$ cat config.mk
export PLATFORM = sky130hd
export DESIGN_NAME = fetch_sequencer
export DESIGN_NICKNAME = d
export VERILOG_FILES = /design/src/rtl/fetch_pkg.sv /design/src/rtl/step_edge.sv /design/src/rtl/fetch_sequencer.sv
export SDC_FILE = /design/constraint.sdc
export NUM_CORES = 1
export LEC_CHECK = 0
export CELL_PAD_IN_SITES_DETAIL_PLACEMENT = 2
export CELL_PAD_IN_SITES_GLOBAL_PLACEMENT = 2
export CORE_MARGIN = 3
export CORE_UTILIZATION = 37
export CTS_BUF_LIST = sky130_fd_sc_hd__clkbuf_16
export DETAILED_ROUTE_END_ITERATION = 10
export DONT_BUFFER_PORTS = 1
export HOLD_SLACK_MARGIN = 0.15
export PLACE_DENSITY_LB_ADDON = 0.1
export SYNTH_ARGS = -nofsm -noshare
export SYNTH_HDL_FRONTEND = slang
export SYNTH_SLANG_ARGS = --single-unit
$ cat constraint.sdc
create_clock -name clk -period 2 [get_ports clk]
set_clock_uncertainty 0.1 [all_clocks]
set_input_delay 0.3 -clock clk [delete_from_list [all_inputs] [get_ports clk]]
set_output_delay 0.3 -clock clk [all_outputs]
set_load 0.1 [all_outputs]
$ cat src/rtl/fetch_pkg.sv
// rtl/fetch_pkg.sv - shared state encodings and default opcodes for the fetch sequencer
package fetch_pkg;

    typedef enum logic [2:0] {
        ST_IDLE       = 3'd0,
        ST_FETCH      = 3'd1,
        ST_DECODE     = 3'd2,
        ST_EXECUTE    = 3'd3,
        ST_FETCH_ADDR = 3'd4,
        ST_JUMP       = 3'd5,
        ST_HALTED     = 3'd6
    } state_t;

    localparam logic [3:0] DEF_OP_JMP = 4'hE;
    localparam logic [3:0] DEF_OP_HLT = 4'hF;

endpackage

$ cat src/rtl/step_edge.sv
// rtl/step_edge.sv - two-flop rising-edge detector for the single-step input
module step_edge (
    input  logic clk,
    input  logic reset,
    input  logic step,
    output logic rise
);

    logic r_q1;
    logic r_q2;

    // Register step twice; a rise is new-high over old-low
    always_ff @(posedge clk or negedge reset) begin
        if (!reset) begin
            r_q1 <= 1'b0;
            r_q2 <= 1'b0;
        end else begin
            r_q1 <= step;
            r_q2 <= r_q1;
        end
    end

    assign rise = r_q1 & ~r_q2;

endmodule

$ cat src/rtl/fetch_sequencer.sv
// rtl/fetch_sequencer.sv - Moore instruction fetch/decode sequencer; FETCH_SEQUENCER_SINGLE_STEP_EN adds step control
module fetch_sequencer
    import fetch_pkg::*;
#(
    parameter int         ADDR_W = 12,
    parameter logic [3:0] OP_JMP = DEF_OP_JMP,
    parameter logic [3:0] OP_HLT = DEF_OP_HLT
) (
    input  logic              clk,
    input  logic              reset,
    input  logic              run,
`ifdef FETCH_SEQUENCER_SINGLE_STEP_EN
    input  logic              step,
`endif
    input  logic [3:0]        inst,
    input  logic [3:0]        oprnd,
    input  logic [7:0]        program_byte,
    output logic              enable_counter,
    output logic              enable_fetch,
    output logic              load_counter,
    output logic [ADDR_W-1:0] in_counter,
    output logic              exec_en,
    output logic              halted,
    output logic [2:0]        state
);

    state_t              r_state;
    state_t              w_next;
    logic [ADDR_W-1:0]   r_target;
    logic [ADDR_W-1:0]   r_in_counter;
    logic [ADDR_W-9:0]   w_oprnd_ext;
    logic                w_start;
    logic                w_continue;

`ifdef FETCH_SEQUENCER_SINGLE_STEP_EN
    logic w_step_rise;

    step_edge u_step_edge (
        .clk   (clk),
        .reset (reset),
        .step  (step),
        .rise  (w_step_rise)
    );

    // Single-step: one instruction per step edge, always back to IDLE
    assign w_start    = run & w_step_rise;
    assign w_continue = 1'b0;
`else
    assign w_start    = run;
    assign w_continue = run;
`endif

    assign w_oprnd_ext = (ADDR_W-8)'(oprnd);

    // State register, reset forces IDLE without waiting for a clock
    always_ff @(posedge clk or negedge reset) begin
        if (!reset) r_state <= ST_IDLE;
        else        r_state <= w_next;
    end

    // Next-state logic; run only matters at instruction boundaries
    always_comb begin
        w_next = ST_IDLE;
        case (r_state)
            ST_IDLE:       w_next = w_start ? ST_FETCH : ST_IDLE;
            ST_FETCH:      w_next = ST_DECODE;
            ST_DECODE: begin
                if (inst == OP_HLT)      w_next = ST_HALTED;
                else if (inst == OP_JMP) w_next = ST_FETCH_ADDR;
                else                     w_next = ST_EXECUTE;
            end
            ST_FETCH_ADDR: w_next = ST_JUMP;
            ST_JUMP,
            ST_EXECUTE:    w_next = w_continue ? ST_FETCH : ST_IDLE;
            ST_HALTED:     w_next = run ? ST_HALTED : ST_IDLE;
            default:       w_next = ST_IDLE;
        endcase
    end

    // Jump target assembly; in_counter is captured with the low byte so it holds after JUMP
    always_ff @(posedge clk or negedge reset) begin
        if (!reset) begin
            r_target     <= '0;
            r_in_counter <= '0;
        end else begin
            if (w_next == ST_FETCH_ADDR && r_state == ST_DECODE)
                r_target[ADDR_W-1:8] <= w_oprnd_ext;
            if (r_state == ST_FETCH_ADDR) begin
                r_target[7:0] <= program_byte;
                r_in_counter  <= {r_target[ADDR_W-1:8], program_byte};
            end
        end
    end

    assign enable_fetch   = (r_state == ST_FETCH);
    assign enable_counter = (r_state == ST_FETCH) || (r_state == ST_FETCH_ADDR);
    assign load_counter   = (r_state == ST_JUMP);
    assign exec_en        = (r_state == ST_EXECUTE);
    assign halted         = (r_state == ST_HALTED);
    assign in_counter     = r_in_counter;
    assign state          = r_state;

endmodule

==> key figures, run 1 <==
Yosys
  • Sequential cell area fraction in the yosys report: 56.1%
  • Post-synthesis area per instance: 13.9 µm²
  • Mapped Area: 847 µm²
  • Most frequent cells after synthesis: sky130_fd_sc_hd__dfrtp_1, sky130_fd_sc_hd__mux2_2, sky130_fd_sc_hd__mux2_4, sky130_fd_sc_hd__and3_2, sky130_fd_sc_hd__inv_1
  • Post-Synthesis Cells: 61
  • Number of warnings issued by yosys: 0
  • Share of async-settable or async-resettable flops after synthesis: 100%
  • Area share of the largest cell type after synthesis: 56.1%
  • Most frequent cell after synthesis: sky130_fd_sc_hd__dfrtp_1
  • Number of nets in the synthesized netlist: 80
  • Synthesis-stage register bit count: 19
  • Most area-hungry cell type in the Yosys netlist: sky130_fd_sc_hd__dfrtp_1
  • Number of distinct standard cells referenced by the synthesized netlist: 20
  • Cells taking the most area after synthesis: sky130_fd_sc_hd__dfrtp_1, sky130_fd_sc_hd__mux2_2, sky130_fd_sc_hd__mux2_4
  • Flip-flop cell with the highest count after synthesis: sky130_fd_sc_hd__dfrtp_1
  • Count of flip-flops with a built-in enable after synthesis: 0

Critical path
  • Critical R2R Launch: state[2]$_DFF_PN0_
  • Max Fanout on Critical Path: 7
  • Critical Path Sink Type: output pin
  • Worst setup path category: flip-flop to output pin
  • Startpoint types: flip-flop
  • Crit path DAT: 1.50 ns
  • Critical Path RT: 1.60 ns
  • First element of the critical path: state[1]$_DFF_PN0_

STA
  • Number of setup violations in the final report: 0
  • Relative slew slack: 38.9%
  • Max frequency: 527 MHz
  • Period utilization: 94.8%
  • Count of endpoints failing hold in the final timing report: 0
  • Slew at the pin with the worst max-slew slack: 0.916 ns
  • Setup repair after global routing missed its margin: no
  • Slew Viols, Final: 0
  • Setup slack of the critical path after layout: 0.103 ns
  • Crit path time final: 1.90 ns

Drt
  • Length of the first detailed-routing pass in iterations: 3
  • Post-detailed-route count of antenna-violating nets: 0
  • Total vias in the final route: 587
  • Residual DRC count: 0
  • Aggregate routed wire length: 2.56 mm
  • Wire length per cell: 22.8 µm
  • Number of design-rule violations left by the first detailed-router iteration: 2
  • Vias per Instance: 5.24

Floorplan
  • Area of the core: 0.00206 mm²
  • Core Rows: 16
  • Y dimension of the die: 53.8 µm
  • I/O Pins: 39
  • Full die area: 0.00290 mm²
  • Initial Util: 41.1%
  • Die width: 53.8 µm

Run
  • Max-cap viol count: 0

Global routing
  • Maximum number of pins on one net before global-route repair: 20
  • Remaining Overflow, GRT: 0
  • Number of global-route vias before repair: 722
  • Antenna violations before repair: 0
  • All-Layer GR Usage: 21.0%
  • Wire length of the first global-routing pass: 3.97 mm

Placed design
  • Placement-stage worst setup slack: 0.272 ns
  • Cell Area, Placed: 0.00101 mm²
  • Placer congestion estimate: 0.756
  • Detailed Place HPWL: 1.63 mm
  • Input/output buffers: 0

Worst hold path
  • Startpoint of the tightest hold check path: run
  • Hold WC Path Type: input pin to flip-flop

Clocking
  • CTS buffer count: 3
  • Clock sink count: 19
  • Max clock buf depth: 2
  • Number of instances resized during post-cts repair: 0
  • # Post-CTS Setup Buffers: 0
  • Clk Latency, worst-skew pair: 0.25 ns
  • Clock tree from TritonCTS: yes
  • # H-tree levels: 1
  • Clock tree root buffer cell: sky130_fd_sc_hd__clkbuf_16
  • Clock input transition at the sequential cells of the worst setup and hold paths: 0.05 ns
  • Count of hold-fix buffers inserted at cts: 13

Layout
  • Multi-input combinational cell area: 350 µm²
  • Post-route cell area: 0.00122 mm²
  • Total Nets Final: 105
  • Fillers: 178
  • Number of antenna repair diodes: 0
  • Area added between synthesis and finish: 44.3%
  • Fraction of final layout cells with drive strength greater than 1: 50.6%
  • Sequential cell area: 484 µm²

Outcome
  • Status: finished, final reports clean
==> worst max-delay path, cell delays in order, from the launching register on <==
cell,delay (ns)
sky130_fd_sc_hd__dfrtp_2,0.47
sky130_fd_sc_hd__inv_1,0.11
sky130_fd_sc_hd__and3_2,0.23
sky130_fd_sc_hd__or2_4,0.26
sky130_fd_sc_hd__buf_12,0.16
==> cells in the final DEF, fill, tap and decap left out <==
| cell type | netlist | final |
|---|---|---|
| sky130_fd_sc_hd__dfrtp_1 | 19 | 16 |
| sky130_fd_sc_hd__dlygate4sd3_1 | 0 | 13 |
| sky130_fd_sc_hd__mux2_2 | 12 | 12 |
| sky130_fd_sc_hd__buf_4 | 0 | 7 |
| sky130_fd_sc_hd__mux2_4 | 4 | 4 |
| sky130_fd_sc_hd__buf_12 | 0 | 4 |
| sky130_fd_sc_hd__inv_1 | 3 | 3 |
| sky130_fd_sc_hd__and3_2 | 3 | 3 |
| sky130_fd_sc_hd__clkbuf_16 | 0 | 3 |
| sky130_fd_sc_hd__a21oi_1 | 2 | 2 |
| sky130_fd_sc_hd__o21bai_1 | 2 | 2 |
| sky130_fd_sc_hd__dfrtp_4 | 0 | 2 |
| sky130_fd_sc_hd__nor3_4 | 0 | 1 |
| sky130_fd_sc_hd__nand2b_4 | 1 | 1 |
| sky130_fd_sc_hd__nand3_1 | 1 | 1 |
| sky130_fd_sc_hd__or2_2 | 2 | 1 |
| sky130_fd_sc_hd__o21ai_0 | 1 | 1 |
| sky130_fd_sc_hd__nor2_1 | 2 | 1 |
| sky130_fd_sc_hd__maj3_1 | 1 | 1 |
| sky130_fd_sc_hd__or2b_1 | 1 | 1 |
| sky130_fd_sc_hd__o311ai_0 | 1 | 1 |
| sky130_fd_sc_hd__nor2_4 | 0 | 1 |
| sky130_fd_sc_hd__or2_4 | 0 | 1 |
| sky130_fd_sc_hd__or4_4 | 1 | 1 |
| sky130_fd_sc_hd__clkinv_2 | 0 | 1 |
| sky130_fd_sc_hd__dfrtp_2 | 0 | 1 |
==> logic make-up (layout without fill, tap and decap cells) <==
| group | Yosys count | after routing | share of synthesized area, % |
|---|---|---|---|
| flip-flops | 19 | 19 | 56.1 |
| multiplexers | 16 | 16 | 23.0 |
| AND/OR/NAND/NOR | 12 | 12 | 10.0 |
| buffers and inverters | 7 | 31 | 5.02 |
| AO/OA/AOI/OAI | 6 | 6 | 4.58 |
| adder cells (fa/ha/maj) | 1 | 1 | 1.18 |
==> sequential cells by signal, indices dropped and copies added, names as in the netlist <==
register    flops
in_counter     12
r_target        4
state           3
==> area by class of cell <==
cell class,instances,share of cell area (%)
multi-input combinational,35,28.7
clock buffer,3,6.14
sequential,19,39.6
inverter,3,0.921
timing repair buffer,24,21.5
clock inverter,1,0.409
tap,27,2.76
==> path summary, 6_finish.rpt <==
kind	end	slack [ns]	cells past startpoint
setup / recovery	enable_counter	0.10	4
hold / removal	state[2]$_DFF_PN0_	0.21	2
setup reg to reg	r_target[11]$_DFFE_PN0P_	0.25	3
hold reg to reg	r_target[10]$_DFFE_PN0P_	0.43	1
max in group asynchronous	state[2]$_DFF_PN0_	0.67	1
min in group asynchronous	state[0]$_DFF_PN0_	0.51	1
==> metal layers <==
metal,global-route usage [%],wire (µm)
met2,37.9,1350
met1,21.5,1000
met4,7.66,31
met3,8.59,176
met5,0,0
==> metrics by stage <==
step | utilization [%] | cells | hold WS [ns] | TNS [ns]
final | 59.3 | 112 | 0.210 | 0
after floorplan | - | 61 | -0.0956 | -0.809
after global placement | 49.1 | 95 | -0.0950 | 0
after detailed placement | 49.1 | 95 | -0.0951 | 0
after CTS | 59.3 | 112 | 0.212 | 0
after global routing | 59.3 | 112 | 0.254 | 0
Power of run 1 is not shown: default switching activity piles up to over one toggle a cycle in this logic, so the estimate is an artifact.
==> inputs of run 2 (changes only) <==
==> config.mk (replaced) <==
export PLATFORM = sky130hd
export DESIGN_NAME = fetch_sequencer
export DESIGN_NICKNAME = d
export VERILOG_FILES = /design/src/rtl/fetch_pkg.sv /design/src/rtl/step_edge.sv /design/src/rtl/fetch_sequencer.sv
export SDC_FILE = /design/constraint.sdc
export NUM_CORES = 1
export LEC_CHECK = 0
export CORE_MARGIN = 1.5
export CORE_UTILIZATION = 58
export CTS_BUF_LIST = sky130_fd_sc_hd__clkbuf_16
export DETAILED_ROUTE_END_ITERATION = 10
export DONT_BUFFER_PORTS = 1
export HOLD_SLACK_MARGIN = 0.15
export PLACE_DENSITY = 0.74
export SYNTH_ARGS = -nofsm -noshare
export SYNTH_HDL_FRONTEND = slang
export SYNTH_SLANG_ARGS = --single-unit
==> key figures, run 2 (synthesis gave the netlist of run 1 again) <==
Floorplan
  • Y dimension of the die: 41.2 µm (-23%)
  • Initial Util: 63.5% (+22 points)
  • Core Rows: 13 (-3)
  • Area of the core: 0.00133 mm² (-35%)
  • Die width: 41.2 µm (-23%)
  • Full die area: 0.00170 mm² (-41%)
  • I/O Pins: 39 (unchanged)

Global routing
  • Maximum number of pins on one net before global-route repair: 20 (unchanged)
  • Antenna violations before repair: 0 (unchanged)
  • All-Layer GR Usage: 30.8% (+9.7 points)
  • Wire length of the first global-routing pass: 3.12 mm (-22%)
  • Number of global-route vias before repair: 631 (-13%)
  • Remaining Overflow, GRT: 0 (unchanged)

Drt
  • Length of the first detailed-routing pass in iterations: 4 (+1)
  • Residual DRC count: 0 (unchanged)
  • Number of design-rule violations left by the first detailed-router iteration: 21 (+19)
  • Total vias in the final route: 618 (+5.3%)
  • Wire length per cell: 22.0 µm (-3.6%)
  • Vias per Instance: 6.18 (+18%)
  • Aggregate routed wire length: 2.20 mm (-14%)
  • Post-detailed-route count of antenna-violating nets: 0 (unchanged)

Layout
  • Most common cell after layout, fill and taps aside: sky130_fd_sc_hd__dfrtp_1
  • Total Nets Final: 105 (unchanged)
  • Fraction of final layout cells with drive strength greater than 1: 50.6% (unchanged)
  • Most frequent cells in the layout: sky130_fd_sc_hd__dfrtp_1, sky130_fd_sc_hd__dlygate4sd3_1, sky130_fd_sc_hd__mux2_2, sky130_fd_sc_hd__buf_4
  • Area added between synthesis and finish: 42.5%
  • Number of antenna repair diodes: 0 (unchanged)
  • Largest register FFs: 12 (unchanged)
  • Fillers: 52 (-71%)

Critical path
  • Startpoint types: flip-flop
  • Worst setup path category: flip-flop to output pin
  • Crit path DAT: 1.47 ns (-0.03 ns)
  • Max Fanout on Critical Path: 6 (-1)
  • Largest stage delay, worst path: 0.41 ns (-0.06 ns)
  • Slowest-stage cell, CP: sky130_fd_sc_hd__dfrtp_4
  • Critical Path RT: 1.60 ns (about the same)
  • Worst-path cell chain: buf_4 -> and3_2 -> buf_12
  • Critical Path Sink Type: output pin

STA
  • Period utilization: 93.4% (-1.4 points)
  • Setup repair after global routing missed its margin: no
  • Slew Viols, Final: 0 (unchanged)
  • Count of endpoints failing hold in the final timing report: 0 (unchanged)
  • Slew at the pin with the worst max-slew slack: 0.909 ns (-0.00714 ns)
  • Crit path time final: 1.87 ns (-0.0287 ns)
  • Number of setup violations in the final report: 0 (unchanged)
  • Max frequency: 535 MHz (+1.5%)
  • Relative slew slack: 39.4% (+0.48 points)
  • Final-layout setup total negative slack: 0 ns (unchanged)

Clocking
  • Clock input transition at the sequential cells of the worst setup and hold paths: 0.05 ns (about the same)
  • # Post-CTS Setup Buffers: 0 (unchanged)
  • Clock tree from TritonCTS: yes
  • Clock tree root buffer cell: sky130_fd_sc_hd__clkbuf_16
  • # H-tree levels: 1 (unchanged)
  • Clk Latency, worst-skew pair: 0.25 ns (about the same)
  • CTS buffer count: 3 (unchanged)
  • Clock sink count: 19 (unchanged)
  • Max clock buf depth: 2 (unchanged)

Run
  • Max-cap viol count: 0 (unchanged)

Placed design
  • Detailed Place HPWL: 1.25 mm (-23%)
  • Input/output buffers: 0 (unchanged)
  • Placer congestion estimate: 0.871 (+15%)

Outcome
  • Status: finished, final reports clean

Worst hold path
  • Hold WC Path Type: input pin to flip-flop
run 2: cell counts in the layout (fill, tap and decap cells not counted):
No cell type changed its count.
run 2: area by class of cell:
| cell class | count | area, µm² | area share (%) |
|---|---|---|---|
| flip-flops and latches | 19 | 484 | 40.1 |
| multi-input cells | 35 | 350 | 29.0 |
| repair buffers | 24 | 263 | 21.8 |
| clock buffers | 3 | 75.1 | 6.22 |
| well taps | 15 | 18.8 | 1.55 |
| inverters | 3 | 11.3 | 0.933 |
| clock inverters | 1 | 5.00 | 0.415 |
run 2: path summary, 6_finish.rpt:
path	from	to	depth (start not counted)	slack, ns
setup / recovery	state[0]$_DFF_PN0_	load_counter	3	0.13
hold / removal	run	state[0]$_DFF_PN0_	3	0.22
setup reg to reg	state[2]$_DFF_PN0_	r_target[10]$_DFFE_PN0P_	3	0.21
hold reg to reg	r_target[8]$_DFFE_PN0P_	in_counter[8]$_DFFE_PN0P_	1	0.42
max in group asynchronous	reset	state[2]$_DFF_PN0_	1	0.68
min in group asynchronous	reset	in_counter[11]$_DFFE_PN0P_	1	0.50
run 2: per-layer routing:
layer	global-route usage [%]	share of wire, %	up-vias
met2	51.2	51	46
li1	-	-	261
met3	13.0	8.7	6
met5	0	0	-
met4	12.1	2.5	0
met1	34.6	37	305
run 2: metrics by stage:
stage               instances  hold WS [ns]  instance area, µm²  setup slack [ns]  utilization, %
floorplan                  61       -0.0956                 877            -0.481               -
global placement           83       -0.0950                 997             0.290            74.8
detailed placement         83       -0.0951                 997             0.248            74.8
CTS                       100         0.208                1210             0.155            90.5
global route              100         0.243                1210             0.110            90.5
finish                    100         0.220                1210             0.132            90.5
run 2: critical path, delay by kind of cell, from the launching register on:
kind | cells | cell delay [ns]
simple gates | 1 | 0.29
flops | 1 | 0.41
buf+inv | 2 | 0.51
run 2: what timing repair did:
| item | in CTS | in global routing |
|---|---|---|
| hold buffers | 13 | 0 |
| endpoints found under the hold margin | 31 | 0 |
| gates resized for setup | 0 | 0 |
Power of run 2 is left out for the same reason.
==> inputs of run 3 (changes only) <==
--- a/config.mk
+++ b/config.mk
@@ -10,7 +10,7 @@
 export CTS_BUF_LIST = sky130_fd_sc_hd__clkbuf_16
 export DETAILED_ROUTE_END_ITERATION = 10
 export DONT_BUFFER_PORTS = 1
-export HOLD_SLACK_MARGIN = 0.15
+export HOLD_SLACK_MARGIN = 0.06
 export PLACE_DENSITY = 0.74
 export SYNTH_ARGS = -nofsm -noshare
 export SYNTH_HDL_FRONTEND = slang
==> key figures, run 3 (synthesis gave the netlist of run 1 again) <==
Clocking
  • Clk Latency, worst-skew pair: 0.25 ns (about the same)
  • Clock input transition at the sequential cells of the worst setup and hold paths: 0.05 ns (about the same)
  • # Post-CTS Setup Buffers: 0 (unchanged)
  • Clock tree from TritonCTS: yes
  • Clock sink count: 19 (unchanged)
  • Clock tree root buffer cell: sky130_fd_sc_hd__clkbuf_16
  • CTS buffer count: 3 (unchanged)
  • Max clock buf depth: 2 (unchanged)
  • # H-tree levels: 1 (unchanged)

Critical path
  • Capturing point of the worst reg2reg path: r_target[10]$_DFFE_PN0P_
  • Crit path DAT: 1.44 ns (-0.03 ns)
  • Max Fanout on Critical Path: 6 (unchanged)
  • Worst-case register-to-register setup slack: 0.23 ns (+0.02 ns)
  • Worst setup path category: flip-flop to output pin
  • Startpoint types: flip-flop
  • Critical Path RT: 1.60 ns (about the same)
  • Critical R2R Launch: state[2]$_DFF_PN0_
  • Critical Path Sink Type: output pin
  • Cell count of the worst reg-to-reg path: 3 (unchanged)
  • First element of the critical path: state[0]$_DFF_PN0_

Layout
  • Fillers: 69 (+33%)
  • Most frequent cells in the layout: sky130_fd_sc_hd__dfrtp_1, sky130_fd_sc_hd__mux2_2, sky130_fd_sc_hd__buf_4, sky130_fd_sc_hd__mux2_4, sky130_fd_sc_hd__buf_12
  • Utilization after layout: 81.5% (-9.0 points)
  • Largest register FFs: 12 (unchanged)
  • Number of antenna repair diodes: 0 (unchanged)
  • Fraction of final layout cells with drive strength greater than 1: 58.9% (+8.3 points)
  • Most common cell after layout, fill and taps aside: sky130_fd_sc_hd__dfrtp_1
  • Area added between synthesis and finish: 28.4%
  • Total Nets Final: 93 (-11%)

STA
  • Count of endpoints failing hold in the final timing report: 0 (unchanged)
  • Slew Viols, Final: 0 (unchanged)
  • Relative slew slack: 39.8% (+0.41 points)
  • Period utilization: 92.0% (-1.4 points)
  • Max frequency: 544 MHz (+1.5%)
  • Crit path time final: 1.84 ns (-0.0283 ns)
  • Number of setup violations in the final report: 0 (unchanged)
  • Slew at the pin with the worst max-slew slack: 0.903 ns (-0.00621 ns)
  • Setup repair after global routing missed its margin: no

Drt
  • Aggregate routed wire length: 1.66 mm (-25%)
  • Post-detailed-route count of antenna-violating nets: 0 (unchanged)
  • Vias per Instance: 5.90 (-4.6%)
  • Residual DRC count: 0 (unchanged)
  • Number of design-rule violations left by the first detailed-router iteration: 10 (-52%)
  • Length of the first detailed-routing pass in iterations: 4 (unchanged)
  • Total vias in the final route: 519 (-16%)
  • Wire length per cell: 18.8 µm (-14%)

Placed design
  • Input/output buffers: 0 (unchanged)
  • Detailed Place HPWL: 1.25 mm (unchanged)
  • Placer congestion estimate: 0.871 (unchanged)

Worst hold path
  • Number of instances on the worst hold path: 1 (-2)
  • Hold Path End: r_target[9]$_DFFE_PN0P_
  • Startpoint of the tightest hold check path: oprnd[1]
  • Hold WC Path Type: input pin to flip-flop

Floorplan
  • Area of the core: 0.00133 mm² (unchanged)
  • I/O Pins: 39 (unchanged)
  • Initial Util: 63.5% (unchanged)
  • Die width: 41.2 µm (unchanged)
  • Y dimension of the die: 41.2 µm (unchanged)
  • Full die area: 0.00170 mm² (unchanged)
  • Core Rows: 13 (unchanged)

Outcome
  • Status: finished, final reports clean

Global routing
  • Global Route met3 Usage: 10.3% (-2.7 points)
  • Maximum number of pins on one net before global-route repair: 20 (unchanged)
  • Met1 capacity usage during global routing: 24.3% (-10 points)
  • Wire length of the first global-routing pass: 2.37 mm (-24%)
  • Remaining Overflow, GRT: 0 (unchanged)
  • Layer carrying the most global-route usage: met2
  • Antenna violations before repair: 0 (unchanged)
  • Met2 Usage GRT: 38.7% (-13 points)
  • All-Layer GR Usage: 22.6% (-8.2 points)
  • Number of global-route vias before repair: 564 (-11%)

Run
  • Max-cap viol count: 0 (unchanged)
## run 3: through the flow
stage          cell area, µm²  worst slack [ns]  TNS (ns)  hold WS [ns]  instances
2_1_floorplan             877            -0.481    -0.809       -0.0956         61
6_report                 1090             0.160         0        0.0983         88
5_1_grt                  1090             0.118         0        0.0940         88
3_5_place_dp              997             0.248         0       -0.0951         83
4_1_cts                  1090             0.155         0        0.0952         88
3_3_place_gp              997             0.290         0       -0.0950         83
## run 3: layout make-up
type	count	area (µm²)	area share [%]
Inverter	3	11.3	1.04
Tap cell	15	18.8	1.73
Clock buffer	3	75.1	6.90
Timing Repair Buffer	12	143	13.1
Clock inverter	1	5.00	0.460
Sequential cell	19	484	44.5
Multi-Input combinational cell	35	350	32.2
## run 3: what timing repair did
| action | 4_1_cts | 5_1_grt |
|---|---|---|
| hold buffers | 1 | 0 |
| resized for setup | 0 | 0 |
| hold endpoints to repair | 19 | 0 |
## run 3: layer usage
metal / wire (µm) / up-vias
met5: 0 / -
met4: 0 / 0
met3: 99 / 0
met2: 863 / 22
met1: 694 / 261
li1: - / 236
## run 3: worst max-delay path by stage
stage	end	slack, ns	cells after the start
2_1_floorplan	enable_counter	-0.48	3
3_3_place_gp	r_target[9]$_DFFE_PN0P_	0.29	3
3_5_place_dp	r_target[11]$_DFFE_PN0P_	0.25	3
4_1_cts	load_counter	0.15	3
5_1_grt	load_counter	0.12	3
6_report	load_counter	0.16	3
## run 3: critical path: stages, from the launching register on
cell and delay, ns:
sky130_fd_sc_hd__dfrtp_4 0.41, sky130_fd_sc_hd__buf_4 0.32, sky130_fd_sc_hd__and3_2 0.28, sky130_fd_sc_hd__buf_12 0.18
Power of run 3 is left out for the same reason.
